`src/rtl/layer_sequencer_if.sv`:
```
// Bus between the layer sequencer, its input-sample buffer and the neuron array.
// Ports: start/abort pass control, in_addr/in_data buffer read (zero latency),
//        myinput/freeze neuron drive, busy/out_valid/out_ready result handshake.
// Modports: master = sequencer side, slave = environment (buffer, neurons, consumer).
interface layer_sequencer_if #(
   parameter int dataWidth = 16,
   parameter int addrWidth = 10
);
   logic                 start;
   logic                 abort;
   logic [addrWidth-1:0] in_addr;
   logic [dataWidth-1:0] in_data;
   logic [dataWidth-1:0] myinput;
   logic                 freeze;
   logic                 busy;
   logic                 out_valid;
   logic                 out_ready;

   modport master (
      input  start, abort, in_data, out_ready,
      output in_addr, myinput, freeze, busy, out_valid
   );

   modport slave (
      output start, abort, in_data, out_ready,
      input  in_addr, myinput, freeze, busy, out_valid
   );
endinterface

```
`src/rtl/layer_sequencer.sv`:
```
// Purpose: sequences one layer pass - streams numWeight buffer samples to the neurons, then holds results.
// Latency: start -> first sample 1 cycle; freeze low for exactly numWeight cycles; then out_valid until out_ready.
// Backpressure: out_valid/freeze held in DONE until out_ready; start ignored while busy; abort always wins.
// Ports: clk, rst_n (async, active-low); bus (layer_sequencer_if.master) carries all pass/buffer/neuron signals.
module layer_sequencer #(
   parameter int numWeight = 784,
   parameter int dataWidth = 16,
   parameter int addrWidth = $clog2(numWeight)
) (
   input logic               clk,
   input logic               rst_n,
   layer_sequencer_if.master bus
);

   localparam int              CntW    = $clog2(numWeight + 1);
   localparam logic [CntW-1:0] CntLast = CntW'(numWeight - 1);

   typedef enum logic [1:0] {
      IDLE = 2'd0,
      RUN  = 2'd1,
      DONE = 2'd2
   } state_t;

   state_t          state_q, state_d;
   logic [CntW-1:0] cnt_q, cnt_d;
   logic            freeze_q, freeze_d;
   logic            busy_q, busy_d;
   logic            out_valid_q, out_valid_d;
   logic [dataWidth-1:0] sample;

   // Next-state and next-output decode; every output is registered so that
   // start/out_ready never reach a port combinationally.
   always_comb begin
      state_d     = state_q;
      cnt_d       = cnt_q;
      freeze_d    = freeze_q;
      busy_d      = busy_q;
      out_valid_d = out_valid_q;
      case (state_q)
         IDLE: begin
            if (bus.start && !bus.abort) begin
               state_d  = RUN;
               cnt_d    = '0;
               freeze_d = 1'b0;
               busy_d   = 1'b1;
            end
         end
         RUN: begin
            if (bus.abort) begin
               state_d     = IDLE;
               cnt_d       = '0;
               freeze_d    = 1'b1;
               busy_d      = 1'b0;
               out_valid_d = 1'b0;
            end else if (cnt_q == CntLast) begin
               // cnt is cleared here so in_addr reads 0 throughout DONE.
               state_d     = DONE;
               cnt_d       = '0;
               freeze_d    = 1'b1;
               out_valid_d = 1'b1;
            end else begin
               cnt_d = cnt_q + CntW'(1);
            end
         end
         DONE: begin
            // Exit always lands in IDLE, which guarantees one frozen cycle
            // between passes even if start is held high.
            if (bus.abort || bus.out_ready) begin
               state_d     = IDLE;
               cnt_d       = '0;
               freeze_d    = 1'b1;
               busy_d      = 1'b0;
               out_valid_d = 1'b0;
            end
         end
         default: begin
            state_d     = IDLE;
            cnt_d       = '0;
            freeze_d    = 1'b1;
            busy_d      = 1'b0;
            out_valid_d = 1'b0;
         end
      endcase
   end

   always_ff @(posedge clk or negedge rst_n) begin
      if (!rst_n) begin
         state_q     <= IDLE;
         cnt_q       <= '0;
         freeze_q    <= 1'b1;
         busy_q      <= 1'b0;
         out_valid_q <= 1'b0;
      end else begin
         state_q     <= state_d;
         cnt_q       <= cnt_d;
         freeze_q    <= freeze_d;
         busy_q      <= busy_d;
         out_valid_q <= out_valid_d;
      end
   end

   // Zero-latency buffer: the sample for address k arrives in the same cycle,
   // matching the neuron's own weight address.
   assign sample        = bus.in_data;
   assign bus.myinput   = sample;
   assign bus.in_addr   = cnt_q[addrWidth-1:0];
   assign bus.freeze    = freeze_q;
   assign bus.busy      = busy_q;
   assign bus.out_valid = out_valid_q;

endmodule

```
`src/flat_wrapper.sv`:
```
// flat-port wrapper written by rule: the top's interface ports become plain ports
module layer_sequencer_flat 
#(
   parameter int numWeight = 784,
   parameter int dataWidth = 16,
   parameter int addrWidth = $clog2(numWeight)
)
  (clk, rst_n, bus_start, bus_abort, bus_in_data, bus_out_ready, bus_in_addr, bus_myinput, bus_freeze, bus_busy, bus_out_valid);
  layer_sequencer_if #(.dataWidth(dataWidth), .addrWidth(addrWidth)) bus_i ();
  input logic clk;
  input logic rst_n;
  input wire logic [$bits(bus_i.start)-1:0] bus_start;
  input wire logic [$bits(bus_i.abort)-1:0] bus_abort;
  input wire logic [$bits(bus_i.in_data)-1:0] bus_in_data;
  input wire logic [$bits(bus_i.out_ready)-1:0] bus_out_ready;
  output wire logic [$bits(bus_i.in_addr)-1:0] bus_in_addr;
  output wire logic [$bits(bus_i.myinput)-1:0] bus_myinput;
  output wire logic [$bits(bus_i.freeze)-1:0] bus_freeze;
  output wire logic [$bits(bus_i.busy)-1:0] bus_busy;
  output wire logic [$bits(bus_i.out_valid)-1:0] bus_out_valid;
  assign bus_i.start = bus_start;
  assign bus_i.abort = bus_abort;
  assign bus_i.in_data = bus_in_data;
  assign bus_i.out_ready = bus_out_ready;
  assign bus_in_addr = bus_i.in_addr;
  assign bus_myinput = bus_i.myinput;
  assign bus_freeze = bus_i.freeze;
  assign bus_busy = bus_i.busy;
  assign bus_out_valid = bus_i.out_valid;
  layer_sequencer #(.numWeight(numWeight), .dataWidth(dataWidth), .addrWidth(addrWidth)) u_core (.clk(clk), .rst_n(rst_n), .bus(bus_i));
endmodule
```
`config.mk`:
```
export PLATFORM = sky130hd
export DESIGN_NAME = layer_sequencer_flat
export DESIGN_NICKNAME = d
export VERILOG_FILES = /design/src/rtl/layer_sequencer_if.sv /design/src/rtl/layer_sequencer.sv /design/src/flat_wrapper.sv
export SDC_FILE = /design/constraint.sdc
export NUM_CORES = 1
export LEC_CHECK = 0
export ABC_AREA = 1
export CAP_MARGIN = 20
export CORE_UTILIZATION = 42
export CTS_CLUSTER_DIAMETER = 50
export DETAILED_ROUTE_END_ITERATION = 8
export PLACE_DENSITY = 0.82
export SLEW_MARGIN = 20
export SYNTH_ARGS = -nofsm -noshare
export SYNTH_HDL_FRONTEND = slang
export SYNTH_SLANG_ARGS = --single-unit
```
`constraint.sdc`:
```
create_clock -name clk -period 1.9 [get_ports clk]
set_input_delay 0.19 -clock clk [delete_from_list [all_inputs] [get_ports clk]]
set_output_delay 0.19 -clock clk [all_outputs]
set_load 0.02 [all_outputs]
```
; After elaboration in Yosys (flattened, before gate mapping)
; Index checks and enable logic that the tools add are counted.
[classes]
n_addsub = 1
mul = 0
div_mod_pow = 0
magnitude_cmp = 0
n_eq_ne = 7
shifts = 0
muxes = 21
bitwise = 1
n_reduce_logical = 8
[ops]
columns = cell, count
row1 = $mux 10, 4
row2 = $pmux 10 s3, 1
row3 = $add 10x1->10 const B, 1
row4 = $eq 10x10->1 const B, 1
row5 = $pmux 1 s3, 3
row6 = $reduce_and 3->1, 3
row7 = $mux 1, 8
row8 = $mux 2, 4
row9 = $pmux 2 s3, 1
row10 = $ne 2x1->1 const B, 2
row11 = $ne 3x2->1 const B, 1
row12 = $eq 2x1->1 const B, 1
row13 = $eq 2x2->1 const B, 1
row14 = $logic_not 2->1, 1
row15 = $ne 2x2->1 const B, 1
row16 = $reduce_and 2->1, 1
row17 = $logic_and 1x1->1, 1
row18 = $logic_not 1->1, 1
row19 = $logic_or 1x1->1, 1
row20 = $not 1->1, 1
[totals]
register_bits = 15
latchBits = 0
mem_bits_rw = 0
rom_bits = 0
inputBits = 21
output_inout_bits = 29
word_cells = 43
memories = 0

; Longest topological paths before layout
[logic_depth]
depth_word = 4
ltp_mapped = 9

; Worst setup path before layout
; No wires, ideal clock.
[synth_path]
path_kind = flip-flop to flip-flop
from = register u_core.cnt_q[0], in the netlist u_core.bus.in_addr[0]
to = register u_core.cnt_q[4], in the netlist u_core.bus.in_addr[4]
arrival_time_ns = 1.328
t_required_ns = 1.781
path_slack_ns = 0.453
stages_incl_launch_ff = 7
cell_sequence = dfrtp_1 ha_1 nand3_2 o21ai_4 nand3_4 inv_1 nor2_1
[synth_between]
elab_chain_len = 4
word_cells_on_any_way = 5
cone_classes = add/sub (1) / eq/ne (1) / mux (3)
[synth_lines]
columns = item, line_no
row1 = "start, declared", layer_sequencer.sv:25  ; logic [CntW-1:0] cnt_q, cnt_d;
row2 = "start signal, assigned", layer_sequencer.sv:95  ; cnt_q <= cnt_d;
row3 = $add 10x1->10 / $eq 10x10->1 (equally long branches), "layer_sequencer.sv:62, layer_sequencer.sv:55"
row4 = $mux 10 (*), layer_sequencer.sv:55  ; end else if (cnt_q == CntLast) begin
row5 = $mux 10 (*), layer_sequencer.sv:49  ; if (bus.abort) begin
row6 = $pmux 10 s3 (*), layer_sequencer.sv:39  ; case (state_q)
; Mark *: on every way between the ends. The rest lies on a longest branch, timed or not.
; A chain may end at the register's enable or synchronous reset.

; Final worst setup path
[layout_path]
from = register u_core.cnt_q[4], in the netlist u_core.bus.in_addr[4]
to = output port bus_in_addr[4]
[layout_rtl]
columns = item, line_no
row1 = "end, declared", flat_wrapper.sv:16  ; output wire logic [$bits(bus_i.in_addr)-1:0] bus_in_addr;
; No word-level cell between the ends.

==> results.toml <==
[worst_setup_path]
cpMaxStageDelayCell = "clkdlybuf4s50_1"
crit_cells = 1
crit_chain = "clkdlybuf4s50_1"
crit_type = "flop to primary output"
crit_end = "bus_in_addr[4]"
critPathMaxStageDelay_ns = 0.67
crit_arrival_ns = 1.45
cp_top_family = "buffers and inverters"
critPathLaunchType = "flop"
r2r_slack_ns = 0.39
worst-path-buf-inv = 1
worst-path-max-fanout = 7
crit_required_ns = 1.71
endpoint_kind = "primary output"
reg2reg_depth = 6
rr_startpoint = "u_core.bus.in_addr[0]"
crit_start = "u_core.bus.in_addr[4]"
r2r-end = "u_core.bus.in_addr[8]"

[power]
power_frac_seq_pct = 39.2
clkPwrFrac_pct = 16.1
share_comb_of_total_power_pct = 44.7
p_per_area_nw_per_um2 = 1090
vdd_drop_max_uv = 722
p_sw_uw = 476
switching_share_pct = 41.4
p_leak_nw = 0.469
p_int_uw = 674

[cells_and_area]
final_net_count = 141
drive_gt1_share_pct = 16.9
diodes = 0
fin_util_pct = 51.7
area_delta_synth_final_pct = 11.7
fillers = 197

[yosys]
synth_seq_area_share_pct = 39.9
syn_area_um2 = 945
ys_warn_count = 0
synth_cell_types = 21
avgSynthCellArea_um2 = 8.36
ys_ff_latch = 15
synth_fp_nets = 135
synth_cells = 113

[sta]
skew_ns = 0.00317
fin_tns_setup_ns = 0
period_share_pct = 86.4
hold_viol = 0
period_needed_ns = 1.64
setup_violations = 0
tightest_slew_ns = 0.663
whs_ns = 0.301
drv_slew = 0
relSlewSlack_pct = 55.7
max_freq_mhz = 609
rsz0062_at_grt = "no"
setup_ws_ns = 0.259

[place]
io_buffers = 17
place.gp.congestion = 0.731
dp_hpwl_um = 1280
place_ws_ns = 0.333

[floorplan]
initial_core_util_pct = 46.3
rows = 16
pin_count = 50
coreArea_um2 = 2040
die_area_um2 = 2440
die_y_um = 49.4
die_w_um = 49.4

[global_route]
antenna_found_initial = 0
overflow = 0
grt_usage_pct = 17.1
grt_pass1_vias = 678
grt_pass1_wl_um = 3040
grt_max_degree = 16

[clocking]
clk_pin_slew_ns = 0.09
h-tree-depth = 1
clk_latency_ns = 0.29
cts_resized = 0
cts_tree = "built"
cts_sinks = 15
root_buffer = "clkbuf_4"
clockBufferDepth = 2
cts_setup_buffers = 0
holdBufCountCts = 0
cts_made_buffers = 3

[drt]
wl_per_cell_um = 12.2
drc = 0
dr.first_iter.drc_count = 23
drtPass1Iterations = 4
routed_via_density = 4.83
vias = 700
ant_nets = 0
totalWireLength_um = 1770

[outcome]
status = "finished clean"

[min_path]
hold_path.class = "primary input to asynchronous set/reset pin"

[job]
drv_cap = 0
-- metal layers --
metal	global-route usage, %	routed length [µm]	vias to the layer above
met4	11.9	54	0
li1	-	-	346
met1	20.1	762	333
met5	0	0	-
met2	27.9	873	16
met3	3.12	80	5
-- sequential cells by signal, indices dropped and copies added (netlist names) --
signal / flops
u_core.bus.busy: 1
u_core.state_q: 2
u_core.bus.freeze: 1
u_core.bus.out_valid: 1
u_core.bus.in_addr: 10
-- cells by family after synthesis --
logic type | synth area share (%)
simple gates | 31.0
buf+inv | 18.3
compound gates | 6.75
flops | 39.9
fa+ha+maj | 1.32
xor+xnor | 2.78
-- cell usage in the layout (no fill, tap or decap) --
cell type	count
a21oi_1	1
clkbuf_1	1
clkbuf_4	3
clkdlybuf4s50_1	17
dfrtp_1	14
dfstp_2	1
ha_1	1
inv_1	14
nand2_1	19
nand2_2	2
nand2_4	2
nand3_1	6
nand3_2	3
nand3_4	1
nor2_1	12
nor2_2	5
nor2_4	2
nor3_1	2
o21ai_0	5
o21ai_1	2
o21ai_4	1
o31ai_1	1
xnor2_1	3
-- how the worst min path moves through the flow --
stage,startpoint,end
3_3_place_gp,bus_in_data[5],bus_myinput[5]
2_1_floorplan,rst_n,u_core.bus.busy
6_report,rst_n,u_core.bus.in_addr[9]
3_5_place_dp,bus_in_data[5],bus_myinput[5]
4_1_cts,rst_n,u_core.bus.in_addr[9]
5_1_grt,rst_n,u_core.bus.in_addr[1]
-- cells in the mapped netlist (all sizes together) --
master | instances | share of area, %
a21oi | 1 | 0.53
ha | 1 | 1.3
xnor2 | 3 | 2.8
dfstp | 1 | 2.8
inv | 14 | 5.6
o21ai | 8 | 5.4
nand3 | 10 | 8.2
o31ai | 1 | 0.79
dfrtp | 14 | 37
buf | 16 | 13
nor2 | 19 | 10
nand2 | 23 | 11
nor3 | 2 | 1.1
-- power by group through the flow --
| stage | clock network [mW] | registers [mW] | logic (mW) |
|---|---|---|---|
| floorplan | 0 | 0.513 | 0.322 |
| detailed placement | 0 | 0.457 | 0.512 |
| global route | 0.204 | 0.461 | 0.570 |
| finish | 0.185 | 0.451 | 0.514 |
| global placement | 0 | 0.452 | 0.498 |
| CTS | 0.192 | 0.451 | 0.519 |
-- layout make-up --
cell class	instances	area, µm²	area share, %
clock buffer	4	26.3	2.49
tap	27	33.8	3.20
inverter	14	52.6	4.98
timing repair buffer	17	170	16.1
multi-input combinational	68	395	37.5
sequential	15	377	35.7
-- metrics by stage --
step / area, µm² / power, mW / cells
after floorplan: 945 / 0.835 / 113
after global placement: 1030 / 0.950 / 141
after detailed placement: 1030 / 0.969 / 141
after CTS: 1050 / 1.16 / 145
after global routing: 1050 / 1.24 / 145
final: 1050 / 1.15 / 145
No activity file was read; power rests on OpenSTA's default activity.
